File: config.mk
export PLATFORM = sky130hd
export DESIGN_NAME = rx_cmd_decoder
export DESIGN_NICKNAME = d
export VERILOG_FILES = /design/src/rtl/uart_sys_pkg.sv /design/src/rtl/frame_timeout_timer.sv /design/src/rtl/rx_cmd_decoder.sv
export SDC_FILE = /design/constraint.sdc
export NUM_CORES = 1
export LEC_CHECK = 0
export CAP_MARGIN = 20
export CORE_ASPECT_RATIO = 0.75
export CORE_MARGIN = 5
export CORE_UTILIZATION = 41
export DETAILED_ROUTE_END_ITERATION = 10
export DONT_BUFFER_PORTS = 1
export GPL_TIMING_DRIVEN = 0
export SYNTH_ARGS = -nofsm -noshare
export SYNTH_HDL_FRONTEND = slang
export SYNTH_HIERARCHICAL = 1
export SYNTH_SLANG_ARGS = --single-unit
File: constraint.sdc
create_clock -name clk -period 3.52 [get_ports clk]
set_clock_uncertainty 0.05 [all_clocks]
set_input_delay 0.352 -clock clk [delete_from_list [all_inputs] [get_ports clk]]
set_output_delay 0.352 -clock clk [all_outputs]
set_load 0.02 [all_outputs]
File: src/rtl/uart_sys_pkg.sv
// Shared definitions for the UART command path: command codes and the
// decoder state encoding used by the receive and transmit side blocks.
package uart_sys_pkg;

  localparam logic [7:0] CMD_WR = 8'hAA;
  localparam logic [7:0] CMD_RD = 8'hBB;

  typedef enum logic [2:0] {
    IDLE    = 3'd0,
    WR_ADDR = 3'd1,
    WR_DATA = 3'd2,
    RD_ADDR = 3'd3,
    RD_WAIT = 3'd4,
    TX_SEND = 3'd5
  } state_t;

endpackage

File: src/rtl/frame_timeout_timer.sv
// Inter-byte watchdog: counts enabled cycles since the last clear and flags
// the cycle in which the count sits at timeout-1.
module frame_timeout_timer #(
  parameter logic [15:0] timeout = 16'd5000
) (
  input  logic clk,
  input  logic rst,
  input  logic clr,
  input  logic en,
  output logic tc
);

  logic [15:0] cnt;

  always_ff @(posedge clk or posedge rst) begin
    if (rst) begin
      cnt <= 16'd0;
    end else if (clr || !en) begin
      cnt <= 16'd0;
    end else begin
      cnt <= cnt + 16'd1;
    end
  end

  // Combinational so the FSM can abort in the same cycle the limit is hit.
  assign tc = en && (cnt == timeout - 16'd1);

endmodule

File: src/rtl/rx_cmd_decoder.sv
// Assembles AA/BB command frames from received bytes, issues register
// write/read strobes and forwards read data to the UART transmitter.
module rx_cmd_decoder
  import uart_sys_pkg::*;
#(
  parameter int          width   = 8,
  parameter int          addr_w  = 4,
  parameter logic [15:0] timeout = 16'd5000
) (
  input  logic              clk,
  input  logic              rst,
  input  logic [width-1:0]  rx_data,
  input  logic              rx_valid,
  output logic              wr_en,
  output logic              rd_en,
  output logic [addr_w-1:0] addr,
  output logic [width-1:0]  wr_data,
  input  logic [width-1:0]  rd_data,
  input  logic              rd_data_valid,
  output logic [width-1:0]  tx_data,
  output logic              tx_valid,
  input  logic              tx_busy,
  output logic              frame_err
);

  state_t             state_q, state_d;
  logic               wr_en_d, rd_en_d, tx_valid_d, frame_err_d;
  logic [addr_w-1:0]  addr_d;
  logic [width-1:0]   wr_data_d, tx_data_d, rd_buf, rd_buf_d;
  logic               tmr_en, tmr_clr, tmr_tc;

  assign tmr_en  = (state_q == WR_ADDR) || (state_q == WR_DATA) ||
                   (state_q == RD_ADDR) || (state_q == RD_WAIT);
  assign tmr_clr = rx_valid || (state_d != state_q);

  frame_timeout_timer #(.timeout(timeout)) u_timer (
    .clk (clk),
    .rst (rst),
    .clr (tmr_clr),
    .en  (tmr_en),
    .tc  (tmr_tc)
  );

  always_ff @(posedge clk or posedge rst) begin
    if (rst) begin
      state_q   <= IDLE;
      wr_en     <= 1'b0;
      rd_en     <= 1'b0;
      tx_valid  <= 1'b0;
      frame_err <= 1'b0;
      addr      <= '0;
      wr_data   <= '0;
      tx_data   <= '0;
      rd_buf    <= '0;
    end else begin
      state_q   <= state_d;
      wr_en     <= wr_en_d;
      rd_en     <= rd_en_d;
      tx_valid  <= tx_valid_d;
      frame_err <= frame_err_d;
      addr      <= addr_d;
      wr_data   <= wr_data_d;
      tx_data   <= tx_data_d;
      rd_buf    <= rd_buf_d;
    end
  end

  // A received byte always takes priority over a same-cycle timeout.
  always_comb begin
    state_d     = state_q;
    wr_en_d     = 1'b0;
    rd_en_d     = 1'b0;
    tx_valid_d  = 1'b0;
    frame_err_d = 1'b0;
    addr_d      = addr;
    wr_data_d   = wr_data;
    tx_data_d   = tx_data;
    rd_buf_d    = rd_buf;
    case (state_q)
      IDLE: begin
        if (rx_valid) begin
          if (rx_data == width'(CMD_WR))      state_d = WR_ADDR;
          else if (rx_data == width'(CMD_RD)) state_d = RD_ADDR;
          else                                frame_err_d = 1'b1;
        end
      end
      WR_ADDR: begin
        if (rx_valid) begin
          addr_d  = rx_data[addr_w-1:0];
          state_d = WR_DATA;
        end else if (tmr_tc) begin
          frame_err_d = 1'b1;
          state_d     = IDLE;
        end
      end
      WR_DATA: begin
        if (rx_valid) begin
          wr_en_d   = 1'b1;
          wr_data_d = rx_data;
          state_d   = IDLE;
        end else if (tmr_tc) begin
          frame_err_d = 1'b1;
          state_d     = IDLE;
        end
      end
      RD_ADDR: begin
        if (rx_valid) begin
          addr_d  = rx_data[addr_w-1:0];
          rd_en_d = 1'b1;
          state_d = RD_WAIT;
        end else if (tmr_tc) begin
          frame_err_d = 1'b1;
          state_d     = IDLE;
        end
      end
      RD_WAIT: begin
        if (rx_valid) frame_err_d = 1'b1;
        if (rd_data_valid) begin
          rd_buf_d = rd_data;
          state_d  = TX_SEND;
        end else if (tmr_tc && !rx_valid) begin
          frame_err_d = 1'b1;
          state_d     = IDLE;
        end
      end
      TX_SEND: begin
        if (rx_valid) frame_err_d = 1'b1;
        if (!tx_busy) begin
          tx_valid_d = 1'b1;
          tx_data_d  = rd_buf;
          state_d    = IDLE;
        end
      end
      default: state_d = IDLE;
    endcase
  end

endmodule

# Word-level counts from Yosys, hierarchy flattened
# Cells that the tools add are included.
[op_classes]
n_addsub = 1
multipliers = 0
n_div = 0
order_cmp = 0
eq_ne = 9
shift = 0
mux = 25
bitwise = 1
reduce_logical = 16
[op_table]
columns = ["cell", "n"]
rows = [
  ["3-bit two-way mux", 10],
  ["3-bit one-hot mux with 6 select lines", 1],
  ["16-bit by 1-bit adder with 16-bit output, second input constant", 1],
  ["16-bit by 13-bit == test with 1-bit output, second input constant", 1],
  ["8-bit == test, second input constant", 2],
  ["16-bit two-way mux", 1],
  ["1-bit two-way mux", 12],
  ["2-bit AND reduction", 4],
  ["3-bit by 2-bit == test with 1-bit output, second input constant", 2],
  ["3-bit == test, second input constant", 2],
  ["1-bit logical OR", 5],
  ["1-bit one-hot mux with 4 select lines", 1],
  ["3-bit by 1-bit == test with 1-bit output, second input constant", 1],
  ["3-bit logical NOT", 1],
  ["3-bit != test", 1],
  ["3-bit OR reduction", 1],
  ["1-bit logical AND", 2],
  ["1-bit logical NOT", 2],
  ["2-bit OR reduction", 1],
  ["1-bit inverter", 1],
]
[word_totals]
regBits = 51
latch_bits = 0
ramBits = 0
rom_bits = 0
wordCells = 62
memories = 0

# Longest topological paths before layout
[depth]
ltp_word = 13
depth_mapped = 13
mapped_depth_nobuf = 12

# Modules after synthesis
# The synthesis kept the hierarchy.
[by_module_without_submodules]
columns = ["mod", "n_inst", "cells_per_inst", "area_per_inst_um2"]
rows = [
  ["rx_cmd_decoder", 1, 110, 1517.7],
  ["frame_timeout_timer", 1, 91, 864.6],
]

# Worst setup path after synthesis
# Ideal clock, no wire load.
[synth_timing]
path_kind = "register to register"
startpoint = "register u_timer.cnt[4]"
endpoint = "register u_timer.cnt[2]"
setup_ns = 0.132
arrival_ns = 2.193
required_time_ns = 3.338
setup_slack_ns = 1.145
path_stages_with_launch = 11
path_buffers = 1
cell_sequence = "dfrtp_1 > or4_1 > nor2_1 > and4_1 > o21ai_0 > a22oi_1 > nor3b_1 > mux2i_1 > nand2b_1 > clkbuf_1 > nor2_1"
[synth_between]
elab_chain_cells = 10
elab_cells_between_ends = 14
classes_between = "2 x eq/ne; 8 x mux; 4 x reduce/logical"
[synth_lines]
columns = ["item", "line_no", "rtl"]
rows = [
  ["start, declared", "frame_timeout_timer.sv:13", "logic [15:0] cnt;"],
  ["start signal, assigned", "frame_timeout_timer.sv:21", "cnt <= cnt + 16'd1;"],
  ["16-bit by 13-bit == test with 1-bit output (*)", "frame_timeout_timer.sv:26", "assign tc = en && (cnt == timeout - 16'd1);"],
  ["1-bit logical AND (*)", "frame_timeout_timer.sv:26", ""],
  ["named net tmr_tc", "rx_cmd_decoder.sv:30", "logic tmr_en, tmr_clr, tmr_tc;"],
  ["1-bit logical AND", "rx_cmd_decoder.sv:121", "end else if (tmr_tc && !rx_valid) begin"],
  ["3-bit two-way mux", "rx_cmd_decoder.sv:121", ""],
  ["3-bit two-way mux", "rx_cmd_decoder.sv:118", "if (rd_data_valid) begin"],
  ["3-bit one-hot mux with 6 select lines (*)", "rx_cmd_decoder.sv:79", "case (state_q)"],
  ["3-bit != test (*)", "rx_cmd_decoder.sv:34", "assign tmr_clr = rx_valid || (state_d != state_q);"],
  ["1-bit logical OR (*)", "rx_cmd_decoder.sv:34", ""],
  ["named net tmr_clr", "rx_cmd_decoder.sv:30", ""],
  ["1-bit logical OR (*)", "frame_timeout_timer.sv:18", "end else if (clr || !en) begin"],
  ["16-bit two-way mux (*)", "frame_timeout_timer.sv:18", ""],
]
# Mark *: on every way through the listed nets, which the timed path passes. The rest lies on a longest branch.
# A chain may end at the register's enable or synchronous reset.

# Worst setup path after layout
[layout_timing]
startpoint = "register state_q[1]"
endpoint = "register u_timer.cnt[2]"
[layout_between]
elab_chain_cells = 13
elab_cells_between_ends = 27
classes_between = "6 x eq/ne; 12 x mux; 9 x reduce/logical"
[layout_lines]
columns = ["item", "line_no", "rtl"]
rows = [
  ["start, declared", "rx_cmd_decoder.sv:26", "state_t state_q, state_d;"],
  ["start signal, assigned", "rx_cmd_decoder.sv:56", "state_q <= state_d;"],
  ["3-bit by 1-bit == test with 1-bit output or 3-bit by 2-bit == test with 1-bit output (tied branches)", "rx_cmd_decoder.sv:32", "assign tmr_en = (state_q == WR_ADDR) || (state_q == WR_DATA) ||"],
  ["1-bit logical OR (2 in a row)", "rx_cmd_decoder.sv:32", ""],
  ["1-bit logical OR (*)", "rx_cmd_decoder.sv:33", "(state_q == RD_ADDR) || (state_q == RD_WAIT);"],
  ["named net tmr_en", "rx_cmd_decoder.sv:30", ""],
  ["1-bit logical AND (*)", "frame_timeout_timer.sv:26", ""],
  ["named net tmr_tc", "rx_cmd_decoder.sv:30", ""],
  ["1-bit logical AND", "rx_cmd_decoder.sv:121", ""],
  ["3-bit two-way mux", "rx_cmd_decoder.sv:121", ""],
  ["3-bit two-way mux", "rx_cmd_decoder.sv:118", ""],
  ["3-bit one-hot mux with 6 select lines (*)", "rx_cmd_decoder.sv:79", ""],
  ["3-bit != test (*)", "rx_cmd_decoder.sv:34", ""],
  ["1-bit logical OR (*)", "rx_cmd_decoder.sv:34", ""],
  ["named net tmr_clr", "rx_cmd_decoder.sv:30", ""],
  ["1-bit logical OR (*)", "frame_timeout_timer.sv:18", ""],
  ["16-bit two-way mux (*)", "frame_timeout_timer.sv:18", ""],
]
# Marks and branches as above.

==> metrics.md <==
| Metric | Value |
|---|---|
| Status | finished, final reports clean |
| Drt pass-1 iters | 4 |
| Cell taking the most area after synthesis | dfrtp_1 |
| Setup_tns | 0 ns |
| Clock slew at reported path FFs | 0.10 ns |
| Rows | 24 |
| MaxCap Viol Count | 0 |
| Setup CP Type | reg2reg |
| Final Hold Violating Endpoints | 0 |
| Slew margin rel. | 56.8% |
| Synth top area cells | dfrtp_1 54%, mux2_1 9.9%, mux2_2 3.8% |
| Tot GR Track Use | 12.6% |
| Setup violators final | 0 |
| Share of the synthesized area in the top cell type | 53.6% |
| Internal power | 1.15 mW |
| Die H | 76.0 µm |
| Seq pwr share | 57.2% |
| Final core utilization | 45.5% |
| Unique cell type count in the Yosys netlist | 45 |
| TritonCTS clock tree | done |
| CTS max path bufs | 2 |
| Clock Power Share | 18.9% |
| DP Worst Slack | 0.672 ns |
| Maximum vdd ir drop | 399 µV |
| Async set-or-reset flop fraction in the synthesized netlist | 100% |
| First-pass GRT wire length | 7830 µm |
| H-Tree Depth | 2 |
| Initial antenna violation count | 0 |
| Period minus WS final | 2.80 ns |
| Slowest cell on crit path | dfrtp_1 |
| Period utilization | 79.5% |
| Share of cells above drive strength 1 | 13.3% |
| Mapped Area | 2380 µm² |
| Pwr per Cell Area | 702 nW/µm² |
| PortBufs | 0 |
| CP Max Fanout | 10 |
| Num CTS Buffers | 5 |
| Area Growth Syn to Fin | 9.66% |
| Nets | 232 |
| WL final | 4410 µm |
| Critical path launch point type | flop |
| Clock insertion delay at the later pin of the skew report | 0.30 ns |
| Post-synthesis instance total | 201 |
| Initial DRC count | 59 |
| Synthesized net count | 223 |
| Largest net degree at the start of global routing | 24 |
| Comb pwr share | 23.8% |
| Hold Path Class | in2reg |
| Post-synth EDFFs | 0 |
| Psw | 679 µW |
| Die W | 98.0 µm |
| Final Wtd Congestion | 0.793 |
| Cell Chain, Critical Path | nor2_1, xnor2_1, nand2b_1, nor4_1, and4_1, o21ai_0, a22oi_1, nor3b_1, mux2i_1, nand2b_1, clkbuf_1, nor2_1 |
| Number of global-route vias before repair | 1593 |
| Syn_area_per_cell | 11.9 µm² |
| Fmax | 357 MHz |
| Sw Ratio | 37.0% |
| Antenna cells | 0 |
| Fin. max-slew vios | 0 |
| Die ar. | 7450 µm² |
| Final setup margin | 0.720 ns |
| RSZ-0062 raised after global routing | false |
| DR WL/cell | 15.2 µm |
| Worst slew pin tran | 0.648 ns |
| Leakage | 1.07 nW |
| Crit. End Element | flop |
| Most frequent cell after synthesis | dfrtp_1 |
| Via/cell ratio | 5.35 |
| Synth cell count leaders | 51 x dfrtp_1, 21 x mux2_1, 12 x nand2_1 |
| Routed vias | 1545 |
| Number of remaining DRC errors | 0 |
| Post-synthesis register bit count | 51 |
| Final hold slack | 0.135 ns |
| Crit-path max cell delay | 0.47 ns |
| Post-synthesis sequential area ratio | 53.6% |
| Critical Path RT | 3.63 ns |
| Clock root buffer | clkbuf_8 |
| I/O pin count | 45 |
| Clock Sinks | 51 |
| Grt ovf | 0 |
| Final ANT Viol Nets | 0 |
| Yosys warns | 6 |
| Initial Util | 41.5% |
| Core ar. | 5740 µm² |
| Ys flop type | dfrtp_1 |
| Arr. time, crit path | 2.91 ns |
| DP Wirelength | 3250 µm |
cell type report:
| type | count | area (µm²) |
|---|---|---|
| Buffer | 9 | 50.0 |
| Inverter | 5 | 18.8 |
| Sequential cell | 51 | 1280 |
| Multi-Input combinational cell | 136 | 1040 |
| Clock inverter | 1 | 8.76 |
| Tap cell | 78 | 97.6 |
| Clock buffer | 7 | 86.3 |
| Timing Repair Buffer | 2 | 37.5 |
| Fill cell | 523 | 3120 |
metal layers:
metal,GRT usage [%],routed length [µm],part of all wire [%],vias to the layer above
li1,-,-,-,749
met5,0,0,0,-
met2,18.0,1900,43,34
met1,18.2,2200,50,760
met3,4.57,281,6.4,2
met4,2.90,25,0.57,0
power by group through the flow:
stage	Combinational [mW]	Sequential [mW]	Clock, mW
2_1_floorplan	0.367	1.02	0
3_3_place_gp	0.426	1.06	0
5_1_grt	0.496	1.08	0.393
6_report	0.437	1.05	0.347
3_5_place_dp	0.444	1.07	0
4_1_cts	0.446	1.06	0.365
what timing repair did:
action	4_1_cts	5_1_grt
hold endpoints to repair	23	0
gates resized for setup	0	0
hold buffers	1	0
buffers inserted	0	0
cells in the final DEF (no fill, tap or decap), types with 2 or more instances in the layout:
| cell type | n |
|---|---|
| dfrtp_1 | 51 |
| mux2_1 | 21 |
| nand2_1 | 12 |
| nor2_1 | 9 |
| mux2_2 | 8 |
| nand2b_1 | 7 |
| o21ai_0 | 7 |
| nor4_1 | 6 |
| clkbuf_8 | 6 |
| a21oi_1 | 6 |
| inv_1 | 5 |
| nand3_1 | 5 |
| mux2i_1 | 5 |
| or4_1 | 5 |
| buf_2 | 4 |
| nor3_1 | 4 |
| nand4_1 | 4 |
| o31ai_1 | 4 |
| xnor2_1 | 3 |
| clkbuf_1 | 3 |
| and3_1 | 2 |
| xor2_1 | 2 |
| nor2b_1 | 2 |
| nor3b_1 | 2 |
| nand3_2 | 2 |
| o21a_1 | 2 |
| or3_1 | 2 |
kinds of logic after synthesis:
group,after synthesis,synth area share (%)
XOR/XNOR,5,1.84
multiplexers,34,15.8
AO/OA/AOI/OAI,24,6.51
AND/OR/NAND/NOR,72,18.9
adder cells (fa/ha/maj),1,0.525
buffers and inverters,14,2.89
flip-flops,51,53.6
metrics by stage:
stage,total power [mW],std cells,cell area (µm²)
after floorplan,1.39,201,2380
after global placement,1.49,279,2480
after detailed placement,1.51,280,2510
after CTS,1.87,289,2610
after global routing,1.97,289,2610
final,1.83,289,2610
registers in the layout, indices dropped and copies added (netlist names):
name	count
addr	4
frame_err	1
rd_buf	8
rd_en	1
state_q	3
tx_data	8
tx_valid	1
u_timer/cnt	16
wr_data	8
wr_en	1
worst max-delay path: cells and delay by family, from the launching register on:
family / cells / cell delay (ns)
AOI/OAI and AO/OA: 2 / 0.33
xor gates and xnor gates: 1 / 0.19
buffers and inverters: 1 / 0.38
DFF: 1 / 0.47
muxes: 1 / 0.16
and+or+nand+nor: 7 / 1.09
path summary, 6_finish.rpt:
path	from	end	slack [ns]	cells after the start
max in group asynchronous	rst	addr[0]	2.40	3
worst min register to register	rd_buf[1]	rd_buf[1]	0.44	1
worst min-delay path	rd_data[3]	rd_buf[3]	0.13	1
worst max-delay path	state_q[1]	u_timer/cnt[2]	0.72	12
min in group asynchronous	rst	rd_buf[3]	0.51	2
worst max register to register	state_q[1]	u_timer/cnt[2]	0.72	12
Power figures use the tool's default switching activity.
